--- config.mk ---
export PLATFORM = sky130hd
export DESIGN_NAME = uart_rx_flat
export DESIGN_NICKNAME = d
export VERILOG_FILES = /design/src/rtl/uart_pkg.sv /design/src/rtl/uart_rx_if.sv /design/src/rtl/rx_sync.sv /design/src/rtl/uart_rx.sv /design/src/flat_wrapper.sv
export SDC_FILE = /design/constraint.sdc
export NUM_CORES = 1
export LEC_CHECK = 0
export CAP_MARGIN = 20
export CORE_UTILIZATION = 48
export DETAILED_ROUTE_END_ITERATION = 8
export PLACE_DENSITY = 0.74
export SYNTH_ARGS = -nofsm -noshare
export SYNTH_HDL_FRONTEND = slang
export SYNTH_HIERARCHICAL = 1
export SYNTH_SLANG_ARGS = --single-unit
--- constraint.sdc ---
create_clock -name clk -period 3.9 [get_ports clk]
set_clock_uncertainty 0.15 [all_clocks]
set_input_delay 0.585 -clock clk [delete_from_list [all_inputs] [get_ports clk]]
set_output_delay 0.585 -clock clk [all_outputs]
set_load 0.01 [all_outputs]
--- src/rtl/uart_pkg.sv ---
// Shared UART definitions: FSM state encoding and default frame geometry,
// used by both the receiver and the transmitter.
package uart_pkg;

    typedef enum logic [1:0] {
        ST_IDLE  = 2'b00,
        ST_START = 2'b01,
        ST_DATA  = 2'b10,
        ST_STOP  = 2'b11
    } uart_state_e;

    localparam int UART_NBIT_DATA = 8;
    localparam int UART_NUM_TICKS = 16;

    // Counter width for a modulus-n counter, never narrower than one bit.
    function automatic int cnt_w(input int n);
        return (n > 2) ? $clog2(n) : 1;
    endfunction

endpackage

--- src/rtl/uart_rx_if.sv ---
// Receiver-side UART bus: oversampling tick and serial line in,
// received word with done/framing-error pulses out.
interface uart_rx_if #(
    parameter int NBIT_DATA = 8
) ();

    logic                 tick;
    logic                 rx_bit;
    logic [NBIT_DATA-1:0] data_out;
    logic                 rx_done_tick;
    logic                 rx_frame_err;

    modport master (
        output tick,
        output rx_bit,
        input  data_out,
        input  rx_done_tick,
        input  rx_frame_err
    );

    modport slave (
        input  tick,
        input  rx_bit,
        output data_out,
        output rx_done_tick,
        output rx_frame_err
    );

endinterface

--- src/rtl/rx_sync.sv ---
// Two-flop synchronizer for the asynchronous serial line; resets to the
// idle (high) level so a reset never looks like a start bit.
module rx_sync (
    input  logic clk,
    input  logic reset,
    input  logic d,
    output logic q
);

    logic meta_p0;
    logic sync_p1;

    always_ff @(posedge clk or negedge reset) begin
        if (!reset) begin
            meta_p0 <= 1'b1;
            sync_p1 <= 1'b1;
        end else begin
            meta_p0 <= d;
            sync_p1 <= meta_p0;
        end
    end

    assign q = sync_p1;

endmodule

--- src/rtl/uart_rx.sv ---
// UART receiver: oversampled start/data/stop framing, LSB first.
// Define UART_RX_FRAMING_ERR_EN to report a zero stop bit on rx_frame_err.
module uart_rx
    import uart_pkg::*;
#(
    parameter int NBIT_DATA = UART_NBIT_DATA,
    parameter int NUM_TICKS = UART_NUM_TICKS
) (
    input  logic     clk,
    input  logic     reset,
    uart_rx_if.slave bus
);

    localparam int TW = cnt_w(NUM_TICKS);
    localparam int BW = cnt_w(NBIT_DATA);

    localparam logic [TW-1:0] TCNT_MID = TW'(NUM_TICKS / 2 - 1);
    localparam logic [TW-1:0] TCNT_END = TW'(NUM_TICKS - 1);
    localparam logic [BW-1:0] BCNT_END = BW'(NBIT_DATA - 1);

    uart_state_e          state_q, state_n;
    logic [TW-1:0]        tcnt_q,  tcnt_n;
    logic [BW-1:0]        bcnt_q,  bcnt_n;
    logic [NBIT_DATA-1:0] shreg_q, shreg_n;
    logic [NBIT_DATA-1:0] dout_q,  dout_n;
    logic                 done_q,  done_n;
    logic                 rx_s;
`ifdef UART_RX_FRAMING_ERR_EN
    logic                 ferr_q,  ferr_n;
`endif

    rx_sync u_sync (
        .clk   (clk),
        .reset (reset),
        .d     (bus.rx_bit),
        .q     (rx_s)
    );

    // Everything advances only on tick; done/ferr default low so they
    // are single-clk pulses no matter how far apart ticks are.
    always_comb begin
        state_n = state_q;
        tcnt_n  = tcnt_q;
        bcnt_n  = bcnt_q;
        shreg_n = shreg_q;
        dout_n  = dout_q;
        done_n  = 1'b0;
`ifdef UART_RX_FRAMING_ERR_EN
        ferr_n  = 1'b0;
`endif
        if (bus.tick) begin
            case (state_q)
                ST_IDLE: begin
                    if (!rx_s) begin
                        state_n = ST_START;
                        tcnt_n  = '0;
                    end
                end
                ST_START: begin
                    if (tcnt_q == TCNT_MID) begin
                        tcnt_n = '0;
                        bcnt_n = '0;
                        // A line back high at mid start bit was a glitch.
                        state_n = rx_s ? ST_IDLE : ST_DATA;
                    end else begin
                        tcnt_n = tcnt_q + 1'b1;
                    end
                end
                ST_DATA: begin
                    if (tcnt_q == TCNT_END) begin
                        tcnt_n  = '0;
                        shreg_n = {rx_s, shreg_q[NBIT_DATA-1:1]};
                        if (bcnt_q == BCNT_END) begin
                            state_n = ST_STOP;
                            bcnt_n  = '0;
                        end else begin
                            bcnt_n = bcnt_q + 1'b1;
                        end
                    end else begin
                        tcnt_n = tcnt_q + 1'b1;
                    end
                end
                ST_STOP: begin
                    if (tcnt_q == TCNT_END) begin
                        state_n = ST_IDLE;
                        tcnt_n  = '0;
                        bcnt_n  = '0;
                        dout_n  = shreg_q;
                        done_n  = 1'b1;
`ifdef UART_RX_FRAMING_ERR_EN
                        ferr_n  = ~rx_s;
`endif
                    end else begin
                        tcnt_n = tcnt_q + 1'b1;
                    end
                end
                default: begin
                    state_n = ST_IDLE;
                    tcnt_n  = '0;
                    bcnt_n  = '0;
                end
            endcase
        end
    end

    always_ff @(posedge clk or negedge reset) begin
        if (!reset) begin
            state_q <= ST_IDLE;
            tcnt_q  <= '0;
            bcnt_q  <= '0;
            shreg_q <= '0;
            dout_q  <= '0;
            done_q  <= 1'b0;
        end else begin
            state_q <= state_n;
            tcnt_q  <= tcnt_n;
            bcnt_q  <= bcnt_n;
            shreg_q <= shreg_n;
            dout_q  <= dout_n;
            done_q  <= done_n;
        end
    end

`ifdef UART_RX_FRAMING_ERR_EN
    always_ff @(posedge clk or negedge reset) begin
        if (!reset) begin
            ferr_q <= 1'b0;
        end else begin
            ferr_q <= ferr_n;
        end
    end

    assign bus.rx_frame_err = ferr_q;
`else
    assign bus.rx_frame_err = 1'b0;
`endif

    assign bus.data_out     = dout_q;
    assign bus.rx_done_tick = done_q;

endmodule
--- src/flat_wrapper.sv ---
// flat-port wrapper written by rule: the top's interface ports become plain ports
module uart_rx_flat import uart_pkg::*;
#(
    parameter int NBIT_DATA = UART_NBIT_DATA,
    parameter int NUM_TICKS = UART_NUM_TICKS
)
  (clk, reset, bus_tick, bus_rx_bit, bus_data_out, bus_rx_done_tick, bus_rx_frame_err);
  uart_rx_if #(.NBIT_DATA(NBIT_DATA)) bus_i ();
  input  logic clk;
  input  logic reset;
  input wire logic [$bits(bus_i.tick)-1:0] bus_tick;
  input wire logic [$bits(bus_i.rx_bit)-1:0] bus_rx_bit;
  output wire logic [$bits(bus_i.data_out)-1:0] bus_data_out;
  output wire logic [$bits(bus_i.rx_done_tick)-1:0] bus_rx_done_tick;
  output wire logic [$bits(bus_i.rx_frame_err)-1:0] bus_rx_frame_err;
  assign bus_i.tick = bus_tick;
  assign bus_i.rx_bit = bus_rx_bit;
  assign bus_data_out = bus_i.data_out;
  assign bus_rx_done_tick = bus_i.rx_done_tick;
  assign bus_rx_frame_err = bus_i.rx_frame_err;
  uart_rx #(.NBIT_DATA(NBIT_DATA), .NUM_TICKS(NUM_TICKS)) u_core (.clk(clk), .reset(reset), .bus(bus_i));
endmodule
### Word-level counts from Yosys, hierarchy flattened

Cells that the tools add are included.

* reduce and logical (&&, ||, !) cells: 8
* mux-type cells: 19
* $add $sub $neg: 2
* equal/unequal tests: 11

Operator list (count)
* 2-bit two-way mux: 6
* 3-bit two-way mux: 4
* 4-bit two-way mux: 3
* 4-bit case mux with 3 select lines: 1
* 3-bit case mux with 3 select lines: 1
* 2-bit by 1-bit != test with 1-bit output (second input constant): 4
* 2-bit case mux with 4 select lines: 1
* 3-bit AND reduction: 2
* 6-bit AND reduction: 1
* 5-bit AND reduction: 1
* 4-bit by 1-bit adder with 4-bit output (second input constant): 1
* 2-bit == test (second input constant): 2
* 4-bit by 3-bit == test with 1-bit output (second input constant): 1
* 4-bit == test (second input constant): 1
* 3-bit by 1-bit adder with 3-bit output (second input constant): 1
* 3-bit == test (second input constant): 1
* 1-bit two-way mux: 3
* 3-bit nonzero test: 1
* 2-bit by 1-bit == test with 1-bit output (second input constant): 1
* 2-bit zero test: 1
* 2-bit != test (second input constant): 1
* 2-bit AND reduction: 1
* 2-bit OR reduction: 1

* output and inout port bits: 10
* word-level logic and storage cells: 48
* register bits: 28

### Depth between registers and ports, before layout

* word-level depth: 4
* gate-level depth with buffers: 4
* mapped depth without buffers: 4

### Hierarchy

Netlist, hierarchy kept.

Modules (own cells, without submodules)
* uart_rx: cells each 88, area each 1191.1 um2, seq. area each 650.6 um2, instances 1
* rx_sync: cells each 2, area each 52.6 um2, seq. area each 52.6 um2, instances 1

### Worst setup path before layout

Ideal clock, no wire load.

* path kind: register to register
* start: register u_core.tcnt_q[0]
* end: register u_core.shreg_q[0]
* stages on the path, launching flop included: 5
* path buffers: 0
* period minus slack after synthesis: 1.796 ns
* slack: 2.104 ns
* data arrival time: 1.522 ns
* required time: 3.625 ns
* path through: dfrtp_1 -> ha_1 -> and4_4 -> nor3b_4 -> mux2_2

* word-level cells in the longest chain between the ends: 2

Ends and longest elaborated chain
* start: declaration: RTL line uart_rx.sv:22 `logic [TW-1:0] tcnt_q, tcnt_n;`
* start signal: assignment: RTL line uart_rx.sv:116 `tcnt_q <= tcnt_n;`
* 4-bit == test: RTL line uart_rx.sv:70 `if (tcnt_q == TCNT_END) begin`
* 3-bit AND reduction (no line)
* end signal: assignment: RTL line uart_rx.sv:118 `shreg_q <= shreg_n;`
* end: declaration: RTL line uart_rx.sv:24 `logic [NBIT_DATA-1:0] shreg_q, shreg_n;`

Every way passes these cells.
A chain may end at the register's enable or synchronous reset.

### Worst setup path in the final report

* start: input bus_tick
* end: register u_core.shreg_q[3]

* word-level cells in the longest chain between the ends: 1

Ends and longest elaborated chain
* start: declaration: RTL line flat_wrapper.sv:11 `input wire logic [$bits(bus_i.tick)-1:0] bus_tick;`
* 3-bit AND reduction (no line)

Every way passes these cells.

==> run_results.csv <==
group,metric,value,unit
critical_path,timing.rr.end,"u_core/shreg_q[3]",
placed_design,portBuffers,12,
critical_path,start_kind,"primary input",
floorplan,die_x,52.90,um
grt,grt_pass1_wl,3222,um
cells_and_area,layout.cells.non_filler,134,
critical_path,end_kind,"flip-flop",
critical_path,reg2reg_slack,1.91,ns
logic_synthesis,synth_top_family_by_area,"multiplexers",
route,firstDrtPassIters,4,
logic_synthesis,synth_edf_count,0,
clock_tree,clockRootBuffer,"clkbuf_4",
timing,fin_ws,1.885,ns
logic_synthesis,ys_warn_count,6,
route,drc_errors,0,
logic_synthesis,synth-main-ff-cell,"dfrtp_1",
route,drtAntennaViolNets,0,
logic_synthesis,syn_nets,97,
logic_synthesis,synth_area_leaders,"dfrtp_1, mux2_2, dfstp_2",
logic_synthesis,syn_inst,90,
placed_design,dp_slack,1.529,ns
clock_tree,cts_resized,0,
grt,antenna_found_initial,0,
critical_path,path_buf_inv,2,
timing,setup-violations-final,0,
critical_path,startpoint,"bus_tick",
route,vias_per_cell,5.418,
power_and_ir_drop,p_total,676.3,uW
clock_tree,cts_setup_buffers,0,
logic_synthesis,synthMuxAreaShare,0.1881,
cells_and_area,fin_nets,112,
logic_synthesis,syn_area_per_cell,13.82,um^2
logic_synthesis,ys_types,33,
critical_path,r2r_cells,4,
clock_tree,htreeDepth,1,
grt,first_global_vias,710,
timing,tns,0,ns
floorplan,ios,14,
critical_path,crit_required,3.97,ns
logic_synthesis,ys_seq_elements,28,
power_and_ir_drop,leakage,0.6919,nW
grt,grt_usage,0.1638,
clock_tree,insertion_delay,0.32,ns
cells_and_area,utilization,0.5826,
clock_tree,cts_tree,"built",
critical_path,critPathCapture,"u_core/shreg_q[3]",
floorplan,core,2455,um^2
timing,layout_worst_path_cycle_share,0.5166,
cells_and_area,syn2layout_area_growth,14.99,%
grt,grt_start_max_net_pins,29,
floorplan,die_h,52.90,um
placed_design,numPlacedInstances,130,
logic_synthesis,synth_common_cells,"dfrtp_1, mux2_2, ha_1, inv_1, nor2_1",
timing,hold_viol_final,0,
route,wl_per_cell,14.57,um
logic_synthesis,synth-xor-area-share,0.007042,
timing,min_period,2.015,ns
status,outcome,"finished, final reports clean",
clock_tree,cts.sinks,28,
floorplan,die_area,2798,um^2
floorplan,start_util,0.5066,
placed_design,dpl.hpwl,1303,um
flow_run,cap_violations,0,
clock_tree,cts_hold_buf,0,
route,drt-total-wl,1953,um
timing,hold_slack,0.2172,ns
critical_path,worstPathArrival,2.09,ns
route,first_iter_violations,2,
critical_path,crit_type,"primary input to flip-flop",
placed_design,routabilityCongestion,0.8174,
floorplan,rows,18,
critical_path,cp_max_fo,8,
logic_synthesis,synth_simple_gate_area_frac,0.09759,
timing,fmax,0.4963,GHz
power_and_ir_drop,p_per_area,472.9,nW/um^2
timing,rsz0062_at_grt,"no",
logic_synthesis,synth.most_common_cell,"dfrtp_1",
cells_and_area,fin_area,1430,um^2
logic_synthesis,ys_seq_area_frac,0.5654,
logic_synthesis,synth_adder_area_share,0.03018,
clock_tree,clkTransAtPathRegs,0.14,ns
logic_synthesis,synth-compound-area-share,0.08753,
critical_path,max_stage_delay,0.55,ns
critical_path,cp_slowest_cell,"clkdlybuf4s50_1",
critical_path,cp.depth,4,
logic_synthesis,syn_area,1244,um^2
route,num_vias,726,
grt,gr-total-overflow,0,
critical_path,critPathTopFamily,"buffers and inverters",
min_path,hp-class,"flip-flop to flip-flop",
critical_path,crit_chain,"clkdlybuf4s50_1 > inv_1 > nor3b_4 > mux2_2",
power_and_ir_drop,peakVddDrop,0.3595,mV
cells_and_area,final_layout_size_suffix_gt1_frac,0.3077,
cells_and_area,antennaDiodeCount,0,
logic_synthesis,synth-async-reset-ratio,1.000,
logic_synthesis,synth_top_area_share,0.5231,
clock_tree,numCtsBuffers,3,
critical_path,timing.rr.start,"u_core/tcnt_q[0]",
placed_design,post_dp_cell_area,1394,um^2
clock_tree,clk_path_buf_depth,2,
timing,finalMaxSlewViolations,0,
logic_synthesis,yosysTopAreaCell,"dfrtp_1",
where the power goes:
part | switching, mW | internal (mW) | total, mW
registers | 0.0672 | 0.327 | 0.394
logic | 0.0695 | 0.0725 | 0.142
clock network | 0.0826 | 0.0571 | 0.140
placed cells by master (no fill, tap or decap), types with 2 or more instances in the layout:
cell / n
a21oi_1: 2
ha_1: 3
clkdlybuf4s50_1: 12
inv_1: 3
nand2_1: 2
and3b_1: 2
o2111ai_1: 2
mux2_2: 19
nor2_1: 3
mux2i_1: 2
dfstp_2: 2
dfrtp_1: 26
o31ai_1: 2
clkbuf_4: 3
logic make-up (layout without fill, tap and decap cells):
group,count (synthesis),in the layout
flip-flops,28,28
AND/OR/NAND/NOR,16,16
multiplexers,21,21
XOR/XNOR,1,1
buffers and inverters,6,20
AO/OA/AOI/OAI,14,14
adder cells (fa/ha/maj),3,3
other,1,1
registers in the layout (all words and copies together), names as in the netlist, named ones only:
| name | count |
|---|---|
| u_core/tcnt_q | 4 |
| u_core/u_sync/meta_p0 | 1 |
| u_core/bus.rx_done_tick | 1 |
| u_core/bcnt_q | 3 |
| u_core/u_sync/q | 1 |
| u_core/bus.data_out | 8 |
| u_core/state_q | 1 |
| u_core/shreg_q | 8 |
worst min path at each step:
stage / to / cells after the start / startpoint / slack (ns)
after floorplan: asynchronous set/reset pin / 0 / reset / 0.14
after global placement: u_core/u_sync/q / 0 / u_core/u_sync/meta_p0 / 0.20
after detailed placement: u_core/u_sync/q / 0 / u_core/u_sync/meta_p0 / 0.20
after CTS: u_core/u_sync/q / 0 / u_core/u_sync/meta_p0 / 0.22
after global routing: u_core/u_sync/q / 0 / u_core/u_sync/meta_p0 / 0.23
final: u_core/u_sync/q / 0 / u_core/u_sync/meta_p0 / 0.22
cell type report:
class	instances	area, um^2
clock buffers	4	36.28
fillers	200	1025
inverters	3	11.26
multi-input cells	56	514.2
flip-flops and latches	28	703.2
well taps	30	37.54
repair buffers	13	127.6
routing by layer:
layer	track usage	up-vias	part of all wire
met5	0	-	0
met4	0.03947	0	0.0051
met3	0.05460	2	0.042
met2	0.2511	12	0.45
met1	0.2230	354	0.50
li1	-	358	-
(Power assumes the default switching activity.)
